$ cat src/rtl/alu_sequencer.sv
// Command FIFO + 4-state issue/execute/collect sequencer in front of a combinational 4-bit ALU.
// Optional ALU_SEQ_CHAIN_EN: command bit 12 replaces operand A with the last captured result.
module alu_sequencer #(
  parameter int FIFO_DEPTH = 4
) (
  input  logic        iClk,
  input  logic        iReset_n,
  input  logic [12:0] ivCmd,
  input  logic        iCmdValid,
  output logic        oCmdReady,
  output logic [3:0]  ovInstruccion,
  output logic [3:0]  ovRegistroA,
  output logic [3:0]  ovRegistroB,
  input  logic [3:0]  ivResultado,
  input  logic [3:0]  ivFlags,
  output logic [3:0]  ovResult,
  output logic [3:0]  ovFlagsOut,
  output logic        oResValid,
  input  logic        iResReady,
  output logic [7:0]  ovIssued
);
  localparam int AW = $clog2(FIFO_DEPTH);
  localparam logic [AW:0] PTR_ONE = 1;

  typedef enum logic [1:0] {IDLE, ISSUE, EXEC, DONE} stateType;

  stateType    stateReg, stateNext;
  logic [12:0] cmdMem [FIFO_DEPTH];
  logic [AW:0] wrPtrReg, rdPtrReg;
  logic [12:0] headCmd;
  logic        fifoFull, fifoEmpty, push, pop, capture, resAccept;
  logic [3:0]  opcodeReg, aReg, bReg, resultReg, flagsReg;
  logic [7:0]  issuedReg;

  // Extra pointer bit distinguishes full from empty when the index bits match.
  assign fifoEmpty = (wrPtrReg == rdPtrReg);
  assign fifoFull  = (wrPtrReg[AW] != rdPtrReg[AW]) &&
                     (wrPtrReg[AW-1:0] == rdPtrReg[AW-1:0]);
  assign oCmdReady = !fifoFull && iReset_n;
  assign push      = iCmdValid && oCmdReady;
  assign headCmd   = cmdMem[rdPtrReg[AW-1:0]];

  always_ff @(posedge iClk) begin
    if (push) cmdMem[wrPtrReg[AW-1:0]] <= ivCmd;
  end

  always_ff @(posedge iClk or negedge iReset_n) begin
    if (!iReset_n) begin
      wrPtrReg <= '0;
      rdPtrReg <= '0;
    end else begin
      if (push) wrPtrReg <= wrPtrReg + PTR_ONE;
      if (pop)  rdPtrReg <= rdPtrReg + PTR_ONE;
    end
  end

  always_ff @(posedge iClk or negedge iReset_n) begin
    if (!iReset_n) stateReg <= IDLE;
    else           stateReg <= stateNext;
  end

  always_comb begin
    stateNext = stateReg;
    pop       = 1'b0;
    capture   = 1'b0;
    resAccept = 1'b0;
    case (stateReg)
      IDLE:  if (!fifoEmpty) stateNext = ISSUE;
      ISSUE: begin
        pop       = 1'b1;
        stateNext = EXEC;
      end
      EXEC: begin
        capture   = 1'b1;
        stateNext = DONE;
      end
      DONE: if (iResReady) begin
        resAccept = 1'b1;
        stateNext = fifoEmpty ? IDLE : ISSUE;
      end
      default: stateNext = IDLE;
    endcase
  end

`ifdef ALU_SEQ_CHAIN_EN
  logic [3:0] chainReg;
  always_ff @(posedge iClk or negedge iReset_n) begin
    if (!iReset_n)    chainReg <= '0;
    else if (capture) chainReg <= ivResultado;
  end
`else
  logic unusedChainBit;
  assign unusedChainBit = headCmd[12];
`endif

  always_ff @(posedge iClk or negedge iReset_n) begin
    if (!iReset_n) begin
      opcodeReg <= '0;
      aReg      <= '0;
      bReg      <= '0;
      resultReg <= '0;
      flagsReg  <= '0;
      issuedReg <= '0;
    end else begin
      if (pop) begin
        opcodeReg <= headCmd[11:8];
`ifdef ALU_SEQ_CHAIN_EN
        aReg      <= headCmd[12] ? chainReg : headCmd[7:4];
`else
        aReg      <= headCmd[7:4];
`endif
        bReg      <= headCmd[3:0];
      end
      // ALU had a full cycle of stable operands by the end of EXEC.
      if (capture) begin
        resultReg <= ivResultado;
        flagsReg  <= ivFlags;
      end
      if (resAccept) issuedReg <= issuedReg + 8'd1;
    end
  end

  assign ovInstruccion = opcodeReg;
  assign ovRegistroA   = aReg;
  assign ovRegistroB   = bReg;
  assign ovResult      = resultReg;
  assign ovFlagsOut    = flagsReg;
  assign oResValid     = (stateReg == DONE);
  assign ovIssued      = issuedReg;
endmodule

$ cat config.mk
export PLATFORM = sky130hd
export DESIGN_NAME = alu_sequencer
export DESIGN_NICKNAME = d
export VERILOG_FILES = /design/src/rtl/alu_sequencer.sv
export SDC_FILE = /design/constraint.sdc
export NUM_CORES = 1
export LEC_CHECK = 0
export CORE_MARGIN = 2
export CORE_UTILIZATION = 45
export DETAILED_ROUTE_END_ITERATION = 7
export MAX_ROUTING_LAYER = met4
export PLACE_DENSITY_LB_ADDON = 0.1
export SLEW_MARGIN = 30
export SYNTH_ARGS = -nofsm -noshare
export SYNTH_HDL_FRONTEND = slang
export SYNTH_SLANG_ARGS = --single-unit
$ cat constraint.sdc
create_clock -name iClk -period 2.6 [get_ports iClk]
set_input_delay 0.39 -clock iClk [delete_from_list [all_inputs] [get_ports iClk]]
set_output_delay 0.39 -clock iClk [all_outputs]
set_load 0.01 [all_outputs]
==> results of run 1 <==
## power by group through the flow
| stage | registers, mW | logic [mW] | clock network (mW) |
|---|---|---|---|
| 2_1_floorplan | 2.11 | 1.26 | 0 |
| 4_1_cts | 2.03 | 2.06 | 0.859 |
| 3_3_place_gp | 2.05 | 2.04 | 0 |
| 3_5_place_dp | 2.06 | 2.06 | 0 |
| 5_1_grt | 2.08 | 2.20 | 0.908 |
| 6_report | 2.03 | 2.02 | 0.827 |
## Yosys cell counts
| library cell | n |
|---|---|
| nor2_1 | 1 |
| xnor2_1 | 9 |
| mux4_2 | 9 |
| buf_12 | 1 |
| ha_1 | 11 |
| nor3_1 | 1 |
| nor2b_1 | 1 |
| mux2_4 | 9 |
| nand2_1 | 6 |
| xor2_2 | 1 |
| mux2_2 | 13 |
| nand3_1 | 2 |
| o221a_2 | 1 |
| clkbuf_1 | 2 |
| a41oi_1 | 2 |
| nand4_1 | 3 |
| xor2_1 | 3 |
| xnor2_4 | 1 |
| edfxtp_1 | 48 |
| buf_6 | 1 |
| mux4_1 | 3 |
| dfrtp_1 | 36 |
| mux2_1 | 2 |
| a41o_1 | 1 |
| o21ai_0 | 1 |
| and2_1 | 4 |
| and3_1 | 2 |
| xnor2_2 | 1 |
| nand2b_1 | 1 |
| inv_1 | 7 |
| a31oi_1 | 1 |
| a311oi_4 | 1 |
| a31oi_4 | 1 |
| buf_2 | 2 |
## worst max-delay path by stage
stage                start           end  slack [ns]  depth (start not counted)
3_3_place_gp     iCmdValid  cmdMem[1][5]        0.67                          5
3_5_place_dp     iCmdValid  cmdMem[1][5]        0.67                          5
5_1_grt           iReset_n     oCmdReady        0.03                          5
4_1_cts           iReset_n     oCmdReady        0.15                          5
2_1_floorplan  rdPtrReg[0]  cmdMem[0][0]        0.93                          4
6_report          iReset_n     oCmdReady        0.20                          5
## worst register-to-register path: cells and delay by family, from the launching register on
family                 cells  cell delay, ns
muxes                      2            0.86
DFF                        1            0.45
buffers and inverters      1            0.32
## flip-flops by register name, indices dropped and copies added (netlist names)
name and count:
cmdMem 48, ovIssued 8, ovFlagsOut 4, ovInstruccion 4
ovRegistroA 4, ovRegistroB 4, ovResult 4, rdPtrReg 3
wrPtrReg 3, stateReg 2
## logic make-up (layout without fill, tap and decap cells)
kind of cell	Yosys count	in the layout	share of synthesized area, %
AOI/OAI and AO/OA	8	8	2.78
xor gates and xnor gates	15	15	4.70
adders and majority gates	11	11	3.92
buffers and inverters	13	86	2.14
DFF	84	84	66.7
muxes	36	36	16.7
and+or+nand+nor	21	21	3.13
## through the flow
step	util, %	hold WS (ns)
6_report	57.1	0.472
3_3_place_gp	54.7	0.309
4_1_cts	57.1	0.479
3_5_place_dp	54.7	0.312
2_1_floorplan	-	0.0944
5_1_grt	57.1	0.494
## timing repair
| item | CTS | global route |
|---|---|---|
| endpoints found under the hold margin | 12 | 0 |
| gates resized for setup | 0 | 0 |
| hold buffers | 1 | 0 |
## layout by cell type (no fill, tap or decap)
cell type and instances:
a311oi_4 1, a31oi_1 1, a31oi_4 1, a41o_1 1, a41oi_1 2, and2_1 4, and3_1 2, buf_2 1
buf_4 9, clkbuf_8 9, clkdlybuf4s50_1 52, clkinv_1 2, clkinvlp_4 2, dfrtp_1 36, dlygate4sd3_1 1, edfxtp_1 48
ha_1 11, inv_1 7, inv_6 3, mux2_1 2, mux2_2 13, mux2_4 9, mux4_1 3, mux4_2 9
nand2_1 6, nand2b_1 1, nand3_1 2, nand4_1 3, nor2_1 1, nor2b_1 1, nor3_1 1, o21ai_0 1
o221a_2 1, xnor2_1 9, xnor2_2 1, xnor2_4 1, xor2_1 3, xor2_2 1
## area by class of cell
type	instances	area share [%]
Multi-Input combinational cell	91	25.1
Timing Repair Buffer	63	13.8
Clock buffer	9	2.84
Sequential cell	84	53.6
Inverter	7	0.602
Clock inverter	7	1.12
Tap cell	102	2.92
## layer usage
metal,wire length [microns],vias to the layer above
li1,-,841
met1,2520,909
met2,2760,49
met3,273,8
met4,111,0
met5,0,-
==> run_results.csv, run 1 <==
group,metric,value,unit
global_routing,top_usage_layer,"met2",
clocking,cts-root-buf,"clkbuf_8",
min_path,min_to,"ovIssued[7]",
synthesis,synthTopCellsByArea,"edfxtp_1, dfrtp_1, mux4_2, mux2_2, ha_1",
timing,fin_ws,0.198,ns
synthesis,synthCells,188,
placement,portBuffers,53,
drt,wire_per_inst,15.6,microns
min_path,hold_class,"flop to flop",
min_path,hold_depth,1,
worst_setup_path,crit_path_end_kind,"primary output",
clocking,cts.sinks,84,
clocking,ctsHtreeMaxLevel,3,
drt,ant_nets,0,
global_routing,grt_pass1_wl,9430,microns
floorplanning,die_h,92.4,microns
drt,drtIter0Drc,47,
worst_setup_path,path_cells,"dlygate4sd3_1, buf_2, inv_1, a31oi_1, clkdlybuf4s50_1",
final_layout,final_cells,363,
worst_setup_path,reg2reg_slack,0.87,ns
power,p_per_area,1120,nW/um^2
floorplanning,rows,32,
final_layout,multiInputGateArea,1100,sq um
floorplanning,core-area,7650,sq um
worst_setup_path,critPathKind,"input port to primary output",
clocking,numCtsBuffers,9,
final_layout,antenna_cells,0,
placement,pre_cts_ws,0.668,ns
final_layout,drive_above_1_share,23.4,%
floorplanning,ios,55,
synthesis,synth-seq-area-share,66.7,%
synthesis,synth_area,3510,sq um
placement,placed_cells,346,
run_status,status,"complete, no violations",
power,clockPowerShare,17.0,%
clocking,clk_latency,0.35,ns
power,p_leak,1.66,nW
floorplanning,die_area,8530,sq um
global_routing,grtUsageMet1,18.4,%
power,combPwrFrac,41.5,%
synthesis,synth_cell_type_count,34,
power,power.total,4.87,mW
timing,clock.fmax,0.416,GHz
drt,drc,0,
global_routing,grt_util_met2,24.8,%
timing,setup_violations,0,
drt,vias,1807,
run,maxCapViolCount,0,
floorplanning,die_x,92.4,microns
worst_setup_path,r2r_end,"ovInstruccion[2]",
synthesis,yosys.area.top_type,"edfxtp_1",
timing,slew_violations,0,
placement,gp_congestion,0.719,
power,irDropWorstVdd,0.457,mV
timing,tightest_slew,0.468,ns
worst_setup_path,worstRegToRegCells,3,
synthesis,syn_area_per_cell,18.7,sq um
final_layout,fillers,630,
timing,setup_tns,0,ns
timing,slew_headroom,68.8,%
global_routing,met3_usage,3.09,%
final_layout,seq_area,2340,sq um
timing,period_minus_slack,2.40,ns
final_layout,syn_to_final_growth,24.3,%
final_layout,finalNetCount,292,
synthesis,syn-num-nets,224,
drt,drt_pre_antenna_iters,4,
worst_setup_path,cp_max_fo,15,
worst_setup_path,crit_path_top_delay_cell,"clkdlybuf4s50_1",
power,p_sw_share,32.1,%
clocking,postCtsSetupBuffers,0,
timing,rsz0062_at_grt,"false",
synthesis,synth_seq_cells,84,
worst_setup_path,r2r-start,"rdPtrReg[0]",
worst_setup_path,critPathMaxStageDelay,0.55,ns
drt,avgViaCountPerCell,4.98,
clocking,cts_tree,"yes",
global_routing,track_usage,15.5,%
power,seqPwrFrac,41.6,%
clocking,path_clk_slew,0.08,ns
synthesis,yosysWarningCount,0,
global_routing,grt.overflow.total,0,
min_path,worstHoldStart,"ovIssued[7]",
worst_setup_path,crit_arrival,2.01,ns
synthesis,synth.top_cell.area_share,41.0,%
power,intPower,3.31,mW
placement,dpl.hpwl,3740,microns
global_routing,grt_start_max_net_pins,25,
worst_setup_path,required,2.21,ns
drt,routed_wl,5670,microns
global_routing,grt_pass1_vias,1874,
worst_setup_path,cp-start-kind,"input port",
timing,clock_skew,0.00619,ns
timing,period_share,92.4,%
global_routing,antenna_found_initial,0,
timing,hold_viol_final,0,
floorplanning,initial_core_util,45.9,%
placement,dpl_cell_area,4190,sq um
power,switchingPower,1.57,mW
worst_setup_path,cp_top_family,"buffers and inverters",
clocking,cts.path.max_buffers,2,
worst_setup_path,worst-path-buf-inv,4,
final_layout,fin_area,4370,sq um
(Power assumes the default switching activity.)
==> inputs of run 2 (changes only) <==
--- a/config.mk
+++ b/config.mk
@@ -7,6 +7,7 @@
 export LEC_CHECK = 0
 export CORE_MARGIN = 2
 export CORE_UTILIZATION = 45
+export CTS_BUF_LIST = sky130_fd_sc_hd__clkbuf_4
 export DETAILED_ROUTE_END_ITERATION = 7
 export MAX_ROUTING_LAYER = met4
 export PLACE_DENSITY_LB_ADDON = 0.1
==> run 2 against run 1 <==
Compared with the run above:
- clock-buffer cell count is the same
- register-to-register slack is essentially flat
- critical path depth unchanged
- via count grew 0.94%
- largest cell class unchanged
==> run_results.csv, run 2 (synthesized netlist as in run 1, its figures left out) <==
group,metric,value,unit
clocking,postCtsSetupBuffers,0,
timing,tightest_slew,0.493,ns
floorplanning,core-area,7650,sq um
drt,routed_wl,5660,microns
power,switchingPower,1.55,mW
worst_setup_path,r2r-start,"rdPtrReg[0]",
floorplanning,die_area,8530,sq um
global_routing,grt_pass1_vias,1899,
drt,drtIter0Drc,79,
floorplanning,die_h,92.4,microns
power,seqPwrFrac,43.0,%
global_routing,track_usage,15.1,%
clocking,ctsHtreeMaxLevel,3,
final_layout,layout_common_cells,"clkdlybuf4s50_1, edfxtp_1, dfrtp_1",
clocking,clk_latency,0.42,ns
final_layout,largest_reg_flops,48,
worst_setup_path,critPathKind,"input port to primary output",
timing,clock_skew,0.0121,ns
floorplanning,rows,32,
power,intPower,3.15,mW
global_routing,grt.overflow.total,0,
worst_setup_path,required,2.21,ns
final_layout,syn_to_final_growth,22.7,%
clocking,cts-root-buf,"clkbuf_4",
final_layout,mostFrequentLayoutCell,"clkdlybuf4s50_1",
timing,period_share,92.3,%
worst_setup_path,cp_max_fo,15,
timing,hold_viol_final,0,
clocking,cts_hold_buf,1,
power,p_leak,1.63,nW
timing,fin_ws,0.201,ns
clocking,numCtsBuffers,9,
clocking,path_clk_slew,0.14,ns
drt,vias,1824,
run,maxCapViolCount,0,
drt,avgViaCountPerCell,5.02,
timing,setup_tns,0,ns
power,clockPowerShare,13.9,%
timing,rsz0062_at_grt,"false",
final_layout,finalNetCount,292,
worst_setup_path,cp-start-kind,"input port",
worst_setup_path,reg2reg_slack,0.86,ns
placement,pre_cts_ws,0.668,ns
clocking,cts.path.max_buffers,2,
timing,clock.fmax,0.417,GHz
power,p_sw_share,32.9,%
min_path,hold_class,"input port to asynchronous set/reset pin",
worst_setup_path,worstRegToRegCells,3,
final_layout,drive_above_1_share,23.4,%
drt,drt_pre_antenna_iters,4,
worst_setup_path,r2r_end,"ovInstruccion[2]",
clocking,cts.sinks,84,
power,combPwrFrac,43.0,%
floorplanning,initial_core_util,45.9,%
worst_setup_path,crit_path_end_kind,"primary output",
power,p_per_area,1090,nW/um^2
final_layout,fillers,628,
final_layout,utilization,56.4,%
clocking,cts.repair.resized,0,
final_layout,antenna_cells,0,
drt,drc,0,
drt,ant_nets,0,
power,irDropWorstVdd,0.398,mV
timing,slew_violations,0,
global_routing,grt_start_max_net_pins,25,
timing,period_minus_slack,2.40,ns
floorplanning,die_x,92.4,microns
placement,portBuffers,53,
drt,wire_per_inst,15.6,microns
placement,dpl.hpwl,3740,microns
clocking,cts_tree,"yes",
run_status,status,"complete, no violations",
timing,slew_headroom,67.1,%
global_routing,grt_pass1_wl,9380,microns
global_routing,antenna_found_initial,0,
worst_setup_path,crit_arrival,2.01,ns
floorplanning,ios,55,
placement,gp_congestion,0.719,
timing,setup_violations,0,
run 2: worst max path at each step:
stage / slack (ns) / depth (start not counted) / startpoint / endpoint
after floorplan: 0.93 / 4 / rdPtrReg[0] / cmdMem[0][0]
after global placement: 0.67 / 5 / iCmdValid / cmdMem[1][5]
after detailed placement: 0.67 / 5 / iCmdValid / cmdMem[1][5]
after CTS: 0.15 / 5 / iReset_n / oCmdReady
after global routing: 0.04 / 5 / iReset_n / oCmdReady
final: 0.20 / 5 / iReset_n / oCmdReady
run 2: worst max-delay path: stages:
cell and delay (ns):
dlygate4sd3_1 0.53, buf_2 0.31, inv_1 0.08, a31oi_1 0.14
clkdlybuf4s50_1 0.55
run 2: area by class of cell:
class | instances | area, sq um | share of cell area (%)
Clock buffer | 9 | 67.6 | 1.57
Clock inverter | 7 | 48.8 | 1.13
Inverter | 7 | 26.3 | 0.609
Multi-Input combinational cell | 91 | 1100 | 25.4
Sequential cell | 84 | 2340 | 54.3
Tap cell | 102 | 128 | 2.96
Timing Repair Buffer | 63 | 603 | 14.0
run 2: through the flow:
stage	power [mW]	hold WS, ns	area (sq um)	instances
3_5_place_dp	4.11	0.312	4190	346
2_1_floorplan	3.37	0.0944	3510	188
6_report	4.70	0.393	4310	363
4_1_cts	4.77	0.394	4310	363
3_3_place_gp	4.09	0.309	4190	346
5_1_grt	5.01	0.439	4310	363
run 2: per-layer routing:
layer / share of wire, % / vias to the layer above / GRT usage (%) / routed length [microns]
li1: - / 845 / - / -
met1: 44 / 912 / 18.5 / 2510
met2: 49 / 56 / 24.3 / 2780
met3: 5.1 / 11 / 3.42 / 286
met4: 1.4 / 0 / 6.97 / 82
met5: 0 / - / - / 0
run 2: power groups by stage:
stage          Sequential (mW)  Combinational (mW)  Clock [mW]
4_1_cts                   2.03                2.06       0.683
3_5_place_dp              2.06                2.06           0
3_3_place_gp              2.05                2.04           0
5_1_grt                   2.08                2.20       0.733
6_report                  2.02                2.02       0.655
2_1_floorplan             2.11                1.26           0
==> inputs of run 3 (changes only) <==
--- a/config.mk
+++ b/config.mk
@@ -11,7 +11,6 @@
 export DETAILED_ROUTE_END_ITERATION = 7
 export MAX_ROUTING_LAYER = met4
 export PLACE_DENSITY_LB_ADDON = 0.1
-export SLEW_MARGIN = 30
 export SYNTH_ARGS = -nofsm -noshare
 export SYNTH_HDL_FRONTEND = slang
 export SYNTH_SLANG_ARGS = --single-unit
==> results of run 3 <==
The final DEF is identical to that of run 2; final timing and power are the same.
